===== src/rtl/mem8x8_pkg.sv =====
// Shared dimensions and state encoding for the 8x8 latch-array sequencer.
package mem8x8_pkg;

    localparam int ROWS   = 8;
    localparam int WIDTH  = 8;
    localparam int ADDR_W = 3;
    localparam int CNT_W  = 8;

    typedef enum logic [2:0] {
        S_IDLE   = 3'd0,
        S_SETUP  = 3'd1,
        S_WPULSE = 3'd2,
        S_HOLD   = 3'd3,
        S_RPULSE = 3'd4,
        S_DONE   = 3'd5
    } state_t;

endpackage


===== src/rtl/mem8x8_if.sv =====
// Host-side request/response bundle for the 8x8 array sequencer.
interface mem8x8_if;
    import mem8x8_pkg::*;

    logic              req;
    logic              wr;
    logic [ADDR_W-1:0] addr;
    logic [WIDTH-1:0]  wdata;
    logic              ready;
    logic [WIDTH-1:0]  rdata;
    logic              rvalid;

    modport master (
        output req, wr, addr, wdata,
        input  ready, rdata, rvalid
    );

    modport slave (
        input  req, wr, addr, wdata,
        output ready, rdata, rvalid
    );

endinterface


===== src/rtl/mem8x8_row_dec.sv =====
// 3-to-8 one-hot row decoder; all outputs low when en is low.
module mem8x8_row_dec
    import mem8x8_pkg::*;
(
    input  logic              en,
    input  logic [ADDR_W-1:0] sel,
    output logic [ROWS-1:0]   onehot
);

    always_comb begin
        onehot = '0;
        if (en) begin
            onehot[sel] = 1'b1;
        end
    end

endmodule


===== src/rtl/mem8x8_ctrl.sv =====
// Sequencer for the 8x8 latch array: host handshake in, non-overlapping row pulses out.
// state  | meaning
// IDLE   | ready high, waiting for req
// SETUP  | operands latched, din settling before the pulse
// WPULSE | row write enable high for WE_CYCLES
// HOLD   | enables off, din held after the write pulse
// RPULSE | row read enable high for RE_CYCLES
// DONE   | rvalid strobe
module mem8x8_ctrl
    import mem8x8_pkg::*;
#(
    parameter int unsigned WE_CYCLES = 1,
    parameter int unsigned RE_CYCLES = 1
) (
    input  logic             clk,
    input  logic             rst,
    mem8x8_if.slave          host,
    output logic [WIDTH-1:0] din,
    input  logic [WIDTH-1:0] dout,
    output logic [ROWS-1:0]  row_we,
    output logic [ROWS-1:0]  row_wen,
    output logic [ROWS-1:0]  row_re,
    output logic [ROWS-1:0]  row_ren
);

    state_t            state_q, state_d;
    logic [CNT_W-1:0]  cnt_q, cnt_d;
    logic              wr_q, wr_d;
    logic [ADDR_W-1:0] addr_q, addr_d;
    logic [WIDTH-1:0]  din_q, din_d;
    logic [WIDTH-1:0]  rdata_q, rdata_d;
    logic              ready_q, ready_d;
    logic              rvalid_q, rvalid_d;
    logic              we_en_q, we_en_d;
    logic              re_en_q, re_en_d;

    always_ff @(posedge clk) begin
        if (rst) begin
            state_q  <= S_IDLE;
            cnt_q    <= '0;
            wr_q     <= 1'b0;
            addr_q   <= '0;
            din_q    <= '0;
            rdata_q  <= '0;
            ready_q  <= 1'b1;
            rvalid_q <= 1'b0;
            we_en_q  <= 1'b0;
            re_en_q  <= 1'b0;
        end else begin
            state_q  <= state_d;
            cnt_q    <= cnt_d;
            wr_q     <= wr_d;
            addr_q   <= addr_d;
            din_q    <= din_d;
            rdata_q  <= rdata_d;
            ready_q  <= ready_d;
            rvalid_q <= rvalid_d;
            we_en_q  <= we_en_d;
            re_en_q  <= re_en_d;
        end
    end

    always_comb begin
        state_d = state_q;
        cnt_d   = cnt_q;
        wr_d    = wr_q;
        addr_d  = addr_q;
        case (state_q)
            S_IDLE: begin
                if (host.req) begin
                    state_d = S_SETUP;
                    wr_d    = host.wr;
                    addr_d  = host.addr;
                end
            end
            S_SETUP: begin
                state_d = wr_q ? S_WPULSE : S_RPULSE;
                cnt_d   = wr_q ? CNT_W'(WE_CYCLES) : CNT_W'(RE_CYCLES);
            end
            S_WPULSE: begin
                if (cnt_q <= 8'd1) begin
                    state_d = S_HOLD;
                    cnt_d   = '0;
                end else begin
                    cnt_d = cnt_q - 8'd1;
                end
            end
            S_HOLD: state_d = S_IDLE;
            S_RPULSE: begin
                if (cnt_q <= 8'd1) begin
                    state_d = S_DONE;
                    cnt_d   = '0;
                end else begin
                    cnt_d = cnt_q - 8'd1;
                end
            end
            S_DONE:  state_d = S_IDLE;
            default: state_d = S_IDLE;
        endcase
    end

    // Everything below is keyed off state_d so each output flop lines up with state_q.
    always_comb begin
        ready_d  = (state_d == S_IDLE);
        rvalid_d = (state_d == S_DONE);
        we_en_d  = (state_d == S_WPULSE);
        re_en_d  = (state_d == S_RPULSE);
        din_d    = din_q;
        rdata_d  = rdata_q;
        if (state_q == S_IDLE && host.req && host.wr) begin
            din_d = host.wdata;
        end
        if (state_q == S_RPULSE && state_d == S_DONE) begin
            rdata_d = dout;
        end
    end

    mem8x8_row_dec u_we_dec (
        .en     (we_en_q),
        .sel    (addr_q),
        .onehot (row_we)
    );

    mem8x8_row_dec u_re_dec (
        .en     (re_en_q),
        .sel    (addr_q),
        .onehot (row_re)
    );

    assign row_wen     = ~row_we;
    assign row_ren     = ~row_re;
    assign din         = din_q;
    assign host.ready  = ready_q;
    assign host.rdata  = rdata_q;
    assign host.rvalid = rvalid_q;

endmodule

===== src/flat_wrapper.sv =====
// flat-port wrapper written by rule: the top's interface ports become plain ports
module mem8x8_ctrl_flat import mem8x8_pkg::*;
#(
    parameter int unsigned WE_CYCLES = 1,
    parameter int unsigned RE_CYCLES = 1
)
  (clk, rst, din, dout, row_we, row_wen, row_re, row_ren, host_req, host_wr, host_addr, host_wdata, host_ready, host_rdata, host_rvalid);
  mem8x8_if host_i ();
  input  logic clk;
  input  logic rst;
  output logic [WIDTH-1:0] din;
  input  logic [WIDTH-1:0] dout;
  output logic [ROWS-1:0] row_we;
  output logic [ROWS-1:0] row_wen;
  output logic [ROWS-1:0] row_re;
  output logic [ROWS-1:0] row_ren;
  input wire logic [$bits(host_i.req)-1:0] host_req;
  input wire logic [$bits(host_i.wr)-1:0] host_wr;
  input wire logic [$bits(host_i.addr)-1:0] host_addr;
  input wire logic [$bits(host_i.wdata)-1:0] host_wdata;
  output wire logic [$bits(host_i.ready)-1:0] host_ready;
  output wire logic [$bits(host_i.rdata)-1:0] host_rdata;
  output wire logic [$bits(host_i.rvalid)-1:0] host_rvalid;
  assign host_i.req = host_req;
  assign host_i.wr = host_wr;
  assign host_i.addr = host_addr;
  assign host_i.wdata = host_wdata;
  assign host_ready = host_i.ready;
  assign host_rdata = host_i.rdata;
  assign host_rvalid = host_i.rvalid;
  mem8x8_ctrl #(.WE_CYCLES(WE_CYCLES), .RE_CYCLES(RE_CYCLES)) u_core (.clk(clk), .rst(rst), .host(host_i), .din(din), .dout(dout), .row_we(row_we), .row_wen(row_wen), .row_re(row_re), .row_ren(row_ren));
endmodule

===== config.mk =====
export PLATFORM = sky130hd
export DESIGN_NAME = mem8x8_ctrl_flat
export DESIGN_NICKNAME = d
export VERILOG_FILES = /design/src/rtl/mem8x8_pkg.sv /design/src/rtl/mem8x8_if.sv /design/src/rtl/mem8x8_row_dec.sv /design/src/rtl/mem8x8_ctrl.sv /design/src/flat_wrapper.sv
export SDC_FILE = /design/constraint.sdc
export NUM_CORES = 1
export LEC_CHECK = 0
export CORE_ASPECT_RATIO = 1.2
export CORE_MARGIN = 2
export CORE_UTILIZATION = 35
export CTS_CLUSTER_SIZE = 40
export DETAILED_ROUTE_END_ITERATION = 16
export PLACE_DENSITY = 0.66
export SKIP_LAST_GASP = 1
export SLEW_MARGIN = 20
export SYNTH_ARGS = -nofsm -noshare
export SYNTH_HDL_FRONTEND = slang
export SYNTH_SLANG_ARGS = --single-unit

===== constraint.sdc =====
create_clock -name clk -period 2.7 [get_ports clk]
set_clock_uncertainty 0.05 [all_clocks]
set_input_delay 0.405 -clock clk [delete_from_list [all_inputs] [get_ports clk]]
set_output_delay 0.405 -clock clk [all_outputs]
set_load 0.1 [all_outputs]

# --- Yosys cells after proc, flatten, opt, wreduce, memory -nomap -nowiden ---
# Index checks and enable logic that the tools add are counted.
# W data, S select, Z words.
word_totals:
  reg_bits: 35
  output_inout_bits: 50
op_classes:
  addsub: 1
  n_lt_le_gt_ge: 3
  n_eq_ne: 6
  n_mux: 11
  n_bitwise: 2
  reduce_logical: 9
op_table:
  columns: ["operator", "n"]
  rows:
  - ["$mux W8", 3]
  - ["$not A8 Y8", 2]
  - ["$pmux W8 S2", 1]
  - ["$mux W3", 4]
  - ["$pmux W3 S4", 1]
  - ["$eq A3 B3 Y1 const B", 3]
  - ["$le A8 B1 Y1 const B", 1]
  - ["$sub A8 B1 Y8 const B", 1]
  - ["$eq A3 B2 Y1 const B", 2]
  - ["$logic_not A3 Y1", 2]
  - ["$logic_and A1 B1 Y1", 4]
  - ["$lt A3 B4 Y1 const B", 1]
  - ["$demux W1 S3", 1]
  - ["$eq A3 B1 Y1 const B", 1]
  - ["$ge A3 B1 Y1 const B", 1]
  - ["$reduce_and A2 Y1", 1]
  - ["$reduce_bool A2 Y1", 1]
  - ["$reduce_or A2 Y1", 1]
  - ["$mux W1", 1]

# --- Logic depth before layout (Yosys ltp) ---
# Gate-level depths: netlist of run 1.
depth:
  word_depth: 6
  mapped_depth: 7
  ltp_nobuf: 6

# --- Modules after synthesis ---
# A second synthesis of run 1 with hierarchy kept.
unflattened:
  cells_unflattened: 185
  area_unflattened_um2: 1697.9
modules_own_cells:
  columns: ["module", "n_inst", "cells_per_inst", "area_per_inst_um2"]
  rows:
  - ["mem8x8_ctrl", 1, 169, 1506.4]
  - ["mem8x8_row_dec (u_core.u_we_dec)", 1, 8, 96.3]
  - ["mem8x8_row_dec (u_core.u_re_dec)", 1, 8, 95.1]

# --- Least setup slack after synthesis of run 1 ---
# Ideal clock, no wire load.
synth_path:
  kind: "reg2out"
  from: "register u_core.addr_q[2]"
  to: "output row_re[7]"
  arrival_time_ns: 2.511
  required_ns: 2.245
  path_slack_ns: -0.266
  path_stages_with_launch: 4
  path_buffers: 1
  cell_sequence: "dfxtp_1 -> buf_2 -> nand4_1 -> inv_1"
synth_between:
  elab_chain_cells: 5
  elab_cells_between_ends: 6
  classes_between: "order compare (2); mux (3); reduce/logical (1)"
synth_rtl:
  columns: ["element", "line", "text"]
  rows:
  - ["from (decl)", "mem8x8_ctrl.sv:29", "logic [ADDR_W-1:0] addr_q, addr_d;"]
  - ["from (signal assigned)", "mem8x8_ctrl.sv:53", "addr_q <= addr_d;"]
  - ["$lt A3 B4 Y1 (not written as such) or $ge A3 B1 Y1 (tied branches)", "mem8x8_row_dec.sv:13", "onehot[sel] = 1'b1;"]
  - ["$logic_and A1 B1 Y1 (not written as such)", "mem8x8_row_dec.sv:13", null]
  - ["$mux W1 (not written as such)", "mem8x8_row_dec.sv:13", null]
  - ["$demux W1 S3 (*)", "mem8x8_row_dec.sv:13", null]
  - ["$mux W8 (*)", "mem8x8_row_dec.sv:12", "if (en) begin"]
  - ["to (decl)", "flat_wrapper.sv:15", "output logic [ROWS-1:0] row_re;"]
# Mark *: on every way between the ends. The rest lies on a longest branch, timed or not.

# --- Worst setup path after layout of run 1 ---
layout_path:
  from: "register u_core.addr_q[0]"
  to: "output row_we[5]"
layout_between:
  elab_chain_cells: 5
  elab_cells_between_ends: 6
  classes_between: "order compare (2); mux (3); reduce/logical (1)"
layout_rtl:
  columns: ["element", "line", "text"]
  rows:
  - ["$lt A3 B4 Y1 (not written as such) or $ge A3 B1 Y1 (tied branches)", "mem8x8_row_dec.sv:13", null]
  - ["$logic_and A1 B1 Y1 (not written as such)", "mem8x8_row_dec.sv:13", null]
  - ["$mux W1 (not written as such)", "mem8x8_row_dec.sv:13", null]
  - ["$demux W1 S3 (*)", "mem8x8_row_dec.sv:13", null]
  - ["$mux W8 (*)", "mem8x8_row_dec.sv:12", null]
  - ["to (decl)", "flat_wrapper.sv:13", "output logic [ROWS-1:0] row_we;"]
# Marked as above.

==> run summary, run 1 <==
status -> complete, no violations
r2r endpoint -> u_core.cnt_q[4]
Die Wd -> 67.72 um
core area -> 4628 um2
# setup viols final -> 0
grt ovf -> 0
FF+latch count, synth -> 35
Post-synth top cells -> 35 x dfxtp_1, 24 x inv_1, 24 x nor2_1
Initial Util -> 36.85%
fin crit share -> 76.96%
CP Launch Type -> flop
routed wire length per instance -> 12.98 um
largest family of logic cells by synthesized area -> simple AND/OR/NAND/NOR gates
RSZ-0062 raised after global routing -> no
crit path capture type -> output port
final hold violation count -> 0
Clk Latency, worst-skew pair -> 0.29 ns
Synth-to-Final Area Change -> 43.65%
R2R depth -> 6
Die H -> 80.47 um
CTS clk-pin slew, worst paths -> 0.06 ns
drt via density -> 4.931
Main synth FF type -> dfxtp_1
NumNets Final -> 300
IO buf count -> 72
HPWL reported at the end of detailed placement -> 3.325 mm
Antenna Cells -> 0
crit path time final -> 2.078 ns
top cells by area, synth -> dfxtp_1 41%, mux2i_1 6.5%, nand3_1 5.9%
fin area -> 2450 um2
most numerous cell in the Yosys netlist -> dfxtp_1
largest net degree at the start of global routing -> 29
mapped cell area -> 1705 um2
Crit Path Class -> flop to output port
Yosys top cell area share -> 41.09%
WP data required -> 2.25 ns
syn avg cell area -> 8.360 um2
Synth warnings -> 0
Synth Area in Adders -> 1.467%
Hold Buf Count CTS -> 0
Critical Path AT -> 1.62 ns
Post-CTS Setup Inserts -> 0
vias in the first global route -> 1,427
Worst slew margin -> 50.57%
first-pass GRT wire length -> 6.796 mm
Critical Path End -> row_we[5]
CTS root buffer -> clkbuf_8
PD cells -> 711.5 nW/um2
maxcap violations -> 0
drt pass-1 iters -> 4
Boundary Pins -> 73
post-CTS sizing -> 0
TritonCTS clock tree -> built
fmax -> 481.3 MHz
Peak VDD IR -> 0.4698 mV
GPL Wtd Cong -> 0.7408
Synth Area in XOR/XNOR -> 1.541%
Post-synth ARST share -> 0%
CTS Buf Count -> 5
Post-synth EDFFs -> 0
Bufs and invs on worst path -> 2
Stages on worst setup path -> 4
type of the worst min-delay path -> flop to flop
Final ANT Viol Nets -> 0
clk sinks -> 35
drc violations -> 0
Netlist cell types -> 39
Seq/Total Area, Yosys -> 41.09%
clk buf depth -> 2
DRT Wirelength -> 4.323 mm
RR Startpoint -> u_core.cnt_q[0]
Post-Syn Instances -> 204
Cell Rows -> 27
die area -> 5449 um2
Iter 0 DRT Violations -> 26
worst-path maximum fanout -> 8
simple-gate portion of the synthesized area -> 28.83%
syn_nets -> 229
Reg2Reg Setup Slack -> 0.83 ns
multiplexer share of the synthesized area -> 6.456%
Top delay family on crit path -> simple AND/OR/NAND/NOR gates
CP Cell Sequence -> nor2b_1, nand3_1, clkinvlp_4, buf_4
layout cells sized above 1 -> 28.36%
Leak Pwr -> 1.088 nW
largest area contributor in the netlist -> dfxtp_1
Tot GR Track Use -> 16.72%
Worst Tran Pin Value -> 0.7347 ns
Max Slew Vio Count -> 0
compound-gate portion of the synthesized area -> 11.52%
initial antenna violation count -> 0
htree depth -> 2
Post-DP Area -> 2362 um2
Overall Power -> 0.001743 W
via count -> 1,642
slowest CP cell -> dfxtp_1
crit-path max cell delay -> 0.44 ns
CP startpoint -> u_core.addr_q[0]
FILL cells -> 433
Final Util -> 52.93%
## layer usage
| layer | GRT usage (%) | share of wire [%] | vias to the layer above |
|---|---|---|---|
| li1 | - | - | 826 |
| met1 | 18.58 | 39 | 747 |
| met2 | 29.41 | 51 | 64 |
| met3 | 4.482 | 8.1 | 5 |
| met4 | 6.735 | 1.8 | 0 |
| met5 | 0 | 0 | - |
## logic make-up (layout without fill, tap and decap cells)
group / count (synthesis) / in the layout
simple gates: 88 / 88
flops: 35 / 35
buf+inv: 34 / 105
compound gates: 31 / 31
mux: 11 / 11
xor+xnor: 3 / 3
fa+ha+maj: 2 / 2
## worst register-to-register path, delay by kind of cell (launching register included)
kind | cells | cell delay [ns]
AOI/OAI and AO/OA | 2 | 0.34
buffers and inverters | 1 | 0.09
DFF | 1 | 0.39
adders and majority gates | 1 | 0.26
and+or+nand+nor | 2 | 0.67
## sequential cells by signal (all words and copies together), names as in the netlist
signal,cells
u_core.addr_q,3
u_core.host.rvalid,1
u_core.re_en_q,1
u_core.wr_q,1
u_core.we_en_q,1
u_core.host.rdata,8
u_core.din,8
u_core.host.ready,1
u_core.cnt_q,8
u_core.state_q,3
## area by class of cell
class                   count  area, um2  area share (%)
clock inverters             1      5.005          0.2043
clock buffers               6      82.58           3.371
multi-input cells         135      849.6           34.68
flip-flops and latches     35      701.9           28.65
repair buffers             74      610.6           24.92
inverters                  24      127.6           5.209
well taps                  58      72.57           2.962
## worst min path at each step
stage | start | endpoint | cells past startpoint
6_report | u_core.din[2] | u_core.din[2] | 2
5_1_grt | u_core.din[4] | u_core.din[4] | 2
4_1_cts | u_core.din[2] | u_core.din[2] | 2
3_5_place_dp | u_core.din[2] | u_core.din[2] | 2
3_3_place_gp | u_core.din[6] | u_core.din[6] | 2
2_1_floorplan | u_core.cnt_q[2] | u_core.cnt_q[2] | 1
## through the flow
step | setup WS [ns] | std cells | TNS [ns] | hold WS (ns)
2_1_floorplan | -0.08889 | 204 | -0.3731 | 0.4132
3_3_place_gp | 0.8702 | 326 | 0 | 0.3960
3_5_place_dp | 0.8519 | 326 | 0 | 0.4018
4_1_cts | 0.5936 | 333 | 0 | 0.4110
5_1_grt | 0.4490 | 333 | 0 | 0.4357
6_report | 0.6221 | 333 | 0 | 0.4132
## where the power goes
group          internal [W]  switching (W)
combinational      0.000230       0.000479
clock              0.000200       0.000179
sequential         0.000578      0.0000762
total               0.00101       0.000735
## cells in the final DEF (no fill, tap or decap), drive strengths merged
cell,instances
a211o,1
a211oi,1
a21o,1
a21oi,12
a31oi,6
a32oi,1
a41oi,1
and3,1
buf,52
clkbuf,6
clkdlybuf4s50,22
clkinv,1
clkinvlp,10
dfxtp,35
ha,2
inv,14
mux2i,11
nand2,19
nand2b,4
nand3,20
nand3b,2
nand4,4
nand4b,1
nor2,24
nor2b,5
nor3,1
nor3b,3
nor4,2
nor4b,1
o211a,1
o21ai,5
o31a,1
o32ai,1
or2,1
xnor2,1
xor2,2
No activity file was read; power rests on OpenSTA's default activity.
==> run 2: changes to the inputs <==
- PLACE_DENSITY: 0.66 -> 0.69
- clock period: 2.7 -> 1.7 ns (I/O delays scaled with it)
==> run 2 against run 1 <==
Compared with the run above: the run now ends with negative setup slack left; first-iteration DRC count up 120%; largest power group unchanged; register-to-register slack worse by 0.73 ns; worst setup slack lost 0.63 ns.
==> run summary, run 2 (same netlist as run 1, synthesis figures left out) <==
Final ANT Viol Nets -> 0 (unchanged)
TritonCTS clock tree -> built (unchanged)
Setup WS post-layout -> -0.007014 ns (was 0.6221 ns)
drt via density -> 4.955 (was 4.931)
layout cells sized above 1 -> 43.39% (was 28.36%)
Iter 0 DRT Violations -> 57 (was 26)
Reg2Reg Setup Slack -> 0.10 ns (was 0.83 ns)
clk sinks -> 35 (unchanged)
Boundary Pins -> 73 (unchanged)
crit path time final -> 1.707 ns
hold path cells -> 2 (unchanged)
routed wire length per instance -> 13.86 um (was 12.98 um)
Worst slew margin -> 74.59% (was 50.57%)
via count -> 1,749 (was 1,642)
Bufs and invs on worst path -> 2 (unchanged)
hold_sp -> u_core.din[5] (was u_core.din[2])
initial antenna violation count -> 0 (unchanged)
NumNets Final -> 319 (was 300)
fmax -> 585.8 MHz
Final Util -> 74.18% (was 52.93%)
final hold violation count -> 0 (unchanged)
first-pass GRT wire length -> 7.790 mm (was 6.796 mm)
CTS Buf Count -> 5 (unchanged)
crit-path max cell delay -> 0.41 ns (was 0.44 ns)
Clk Latency, worst-skew pair -> 0.29 ns (about the same)
FILL cells -> 301 (was 433)
CTS clk-pin slew, worst paths -> 0.07 ns (was 0.06 ns)
# setup viols final -> 2 (was 0)
Die Wd -> 67.72 um (unchanged)
Die H -> 80.47 um (unchanged)
Peak VDD IR -> 0.8777 mV (was 0.4698 mV)
most frequent cells in the layout -> 53 x buf_12, 29 x dfxtp_1, 23 x nor2_1 (was 52 x buf_4, 34 x dfxtp_1, 24 x nor2_1)
status -> complete, but fails checks (was complete, no violations)
fin crit share -> 100.4%
Leak Pwr -> 1.392 nW (was 1.088 nW)
WP data required -> 1.39 ns (was 2.25 ns)
failing checks -> negative setup slack
maxcap violations -> 0 (unchanged)
HPWL reported at the end of detailed placement -> 3.725 mm (was 3.325 mm)
PD cells -> 983.7 nW/um2 (was 711.5 nW/um2)
Critical Path AT -> 1.40 ns (was 1.62 ns)
r2r endpoint -> u_core.cnt_q[4] (unchanged)
GPL Wtd Cong -> 0.8478 (was 0.7408)
R2R depth -> 7 (was 6)
largest net degree at the start of global routing -> 21 (was 29)
Cell Rows -> 27 (unchanged)
slowest CP cell -> dfxtp_4 (was dfxtp_1)
DRT Wirelength -> 4.893 mm (was 4.323 mm)
RR Startpoint -> u_core.cnt_q[0] (unchanged)
drc violations -> 0 (unchanged)
core area -> 4628 um2 (unchanged)
worst-path maximum fanout -> 6 (was 8)
grt ovf -> 0 (unchanged)
Post-DP Area -> 3183 um2 (was 2362 um2)
fin area -> 3433 um2 (was 2450 um2)
drt pass-1 iters -> 4 (unchanged)
Hold Buf Count CTS -> 0 (unchanged)
hold endpoint -> u_core.din[5] (was u_core.din[2])
type of the worst min-delay path -> flop to flop (unchanged)
htree depth -> 2 (unchanged)
die area -> 5449 um2 (unchanged)
crit path capture type -> output port (unchanged)
most common cell after layout, fill and taps aside -> buf_12 (was buf_4)
clk buf depth -> 2 (unchanged)
CTS root buffer -> clkbuf_8 (unchanged)
Synth-to-Final Area Change -> 101.3% (was 43.65%)
IO buf count -> 72 (unchanged)
RSZ-0062 raised after global routing -> yes (was no)
Crit Path Class -> flop to output port (unchanged)
Antenna Cells -> 0 (unchanged)
Tot GR Track Use -> 18.95% (was 16.72%)
vias in the first global route -> 1,633 (was 1,427)
CP Cell Sequence -> nor2b_4, nand3_2, clkinvlp_4, buf_12 (was nor2b_1, nand3_1, clkinvlp_4, buf_4)
DP Worst Slack -> 0.04824 ns (was 0.8519 ns)
Max Slew Vio Count -> 0 (unchanged)
CP Launch Type -> flop (unchanged)
Initial Util -> 36.85% (unchanged)
Worst Tran Pin Value -> 0.3805 ns (was 0.7347 ns)
Top delay family on crit path -> simple AND/OR/NAND/NOR gates (unchanged)
-- run 2: cell types whose count changed in the layout (fill, tap and decap cells not counted), moves of 5 or more --
cell | previous run | this run
clkinvlp_4 | 10 | 16
nand2_1 | 18 | 13
buf_4 | 52 | 16
buf_12 | 0 | 53
nand3_1 | 20 | 12
inv_1 | 14 | 8
dfxtp_1 | 34 | 29
nand3_2 | 0 | 8
-- run 2: worst reg2reg max path, cell delays in order, from the launching register on --
cell     delay, ns
dfxtp_2       0.34
inv_1         0.07
ha_1          0.20
or2_2         0.34
nand3_1       0.14
buf_12        0.14
a41oi_1       0.11
a31oi_1       0.15
-- run 2: worst max path at each step --
stage,cells after the start,startpoint,endpoint
2_1_floorplan,3,u_core.addr_q[2],row_re[7]
3_3_place_gp,5,rst,u_core.cnt_q[5]
3_5_place_dp,6,u_core.cnt_q[0],u_core.host.ready
4_1_cts,4,u_core.addr_q[0],row_re[4]
5_1_grt,4,u_core.addr_q[0],row_we[5]
6_report,4,u_core.addr_q[0],row_re[5]
-- run 2: cell type report --
class / instances / area (um2) / share of cell area, %
Inverter: 24 / 150.1 / 4.373
Sequential cell: 35 / 715.7 / 20.85
Multi-Input combinational cell: 135 / 953.4 / 27.77
Clock buffer: 6 / 82.58 / 2.405
Clock inverter: 2 / 35.03 / 1.020
Tap cell: 58 / 72.57 / 2.114
Timing Repair Buffer: 93 / 1424 / 41.47
-- run 2: routing by layer --
metal / global-route usage (%) / share of wire, %
met5: 0 / 0
met4: 7.143 / 1.4
met3: 7.003 / 8.2
met2: 31.67 / 53
met1: 21.56 / 37
-- run 2: timing repair --
| item | 4_1_cts | 5_1_grt |
|---|---|---|
| gates resized for setup | 19 | 14 |
| setup endpoints to repair | 27 | 27 |
| pin swaps | 0 | 2 |
| setup buffers | 1 | 1 |
-- run 2: power by group --
part / leakage, nW / internal (W) / total, W / switching (W)
logic: 1.04 / 0.000690 / 0.00155 / 0.000858
registers: 0.288 / 0.000922 / 0.00106 / 0.000142
clock network: 0.0612 / 0.000474 / 0.000766 / 0.000292
total: 1.39 / 0.00209 / 0.00338 / 0.00129
-- run 2: metrics by stage --
stage | TNS, ns | total power (W) | hold WS, ns | std cells
global route | -0.4163 | 0.003554 | 0.4735 | 353
finish | -0.01192 | 0.003377 | 0.4545 | 353
detailed placement | 0 | 0.002567 | 0.4426 | 343
global placement | 0 | 0.002539 | 0.4290 | 343
floorplan | -12.09 | 0.001966 | 0.3489 | 204
CTS | -0.09418 | 0.003363 | 0.4524 | 352
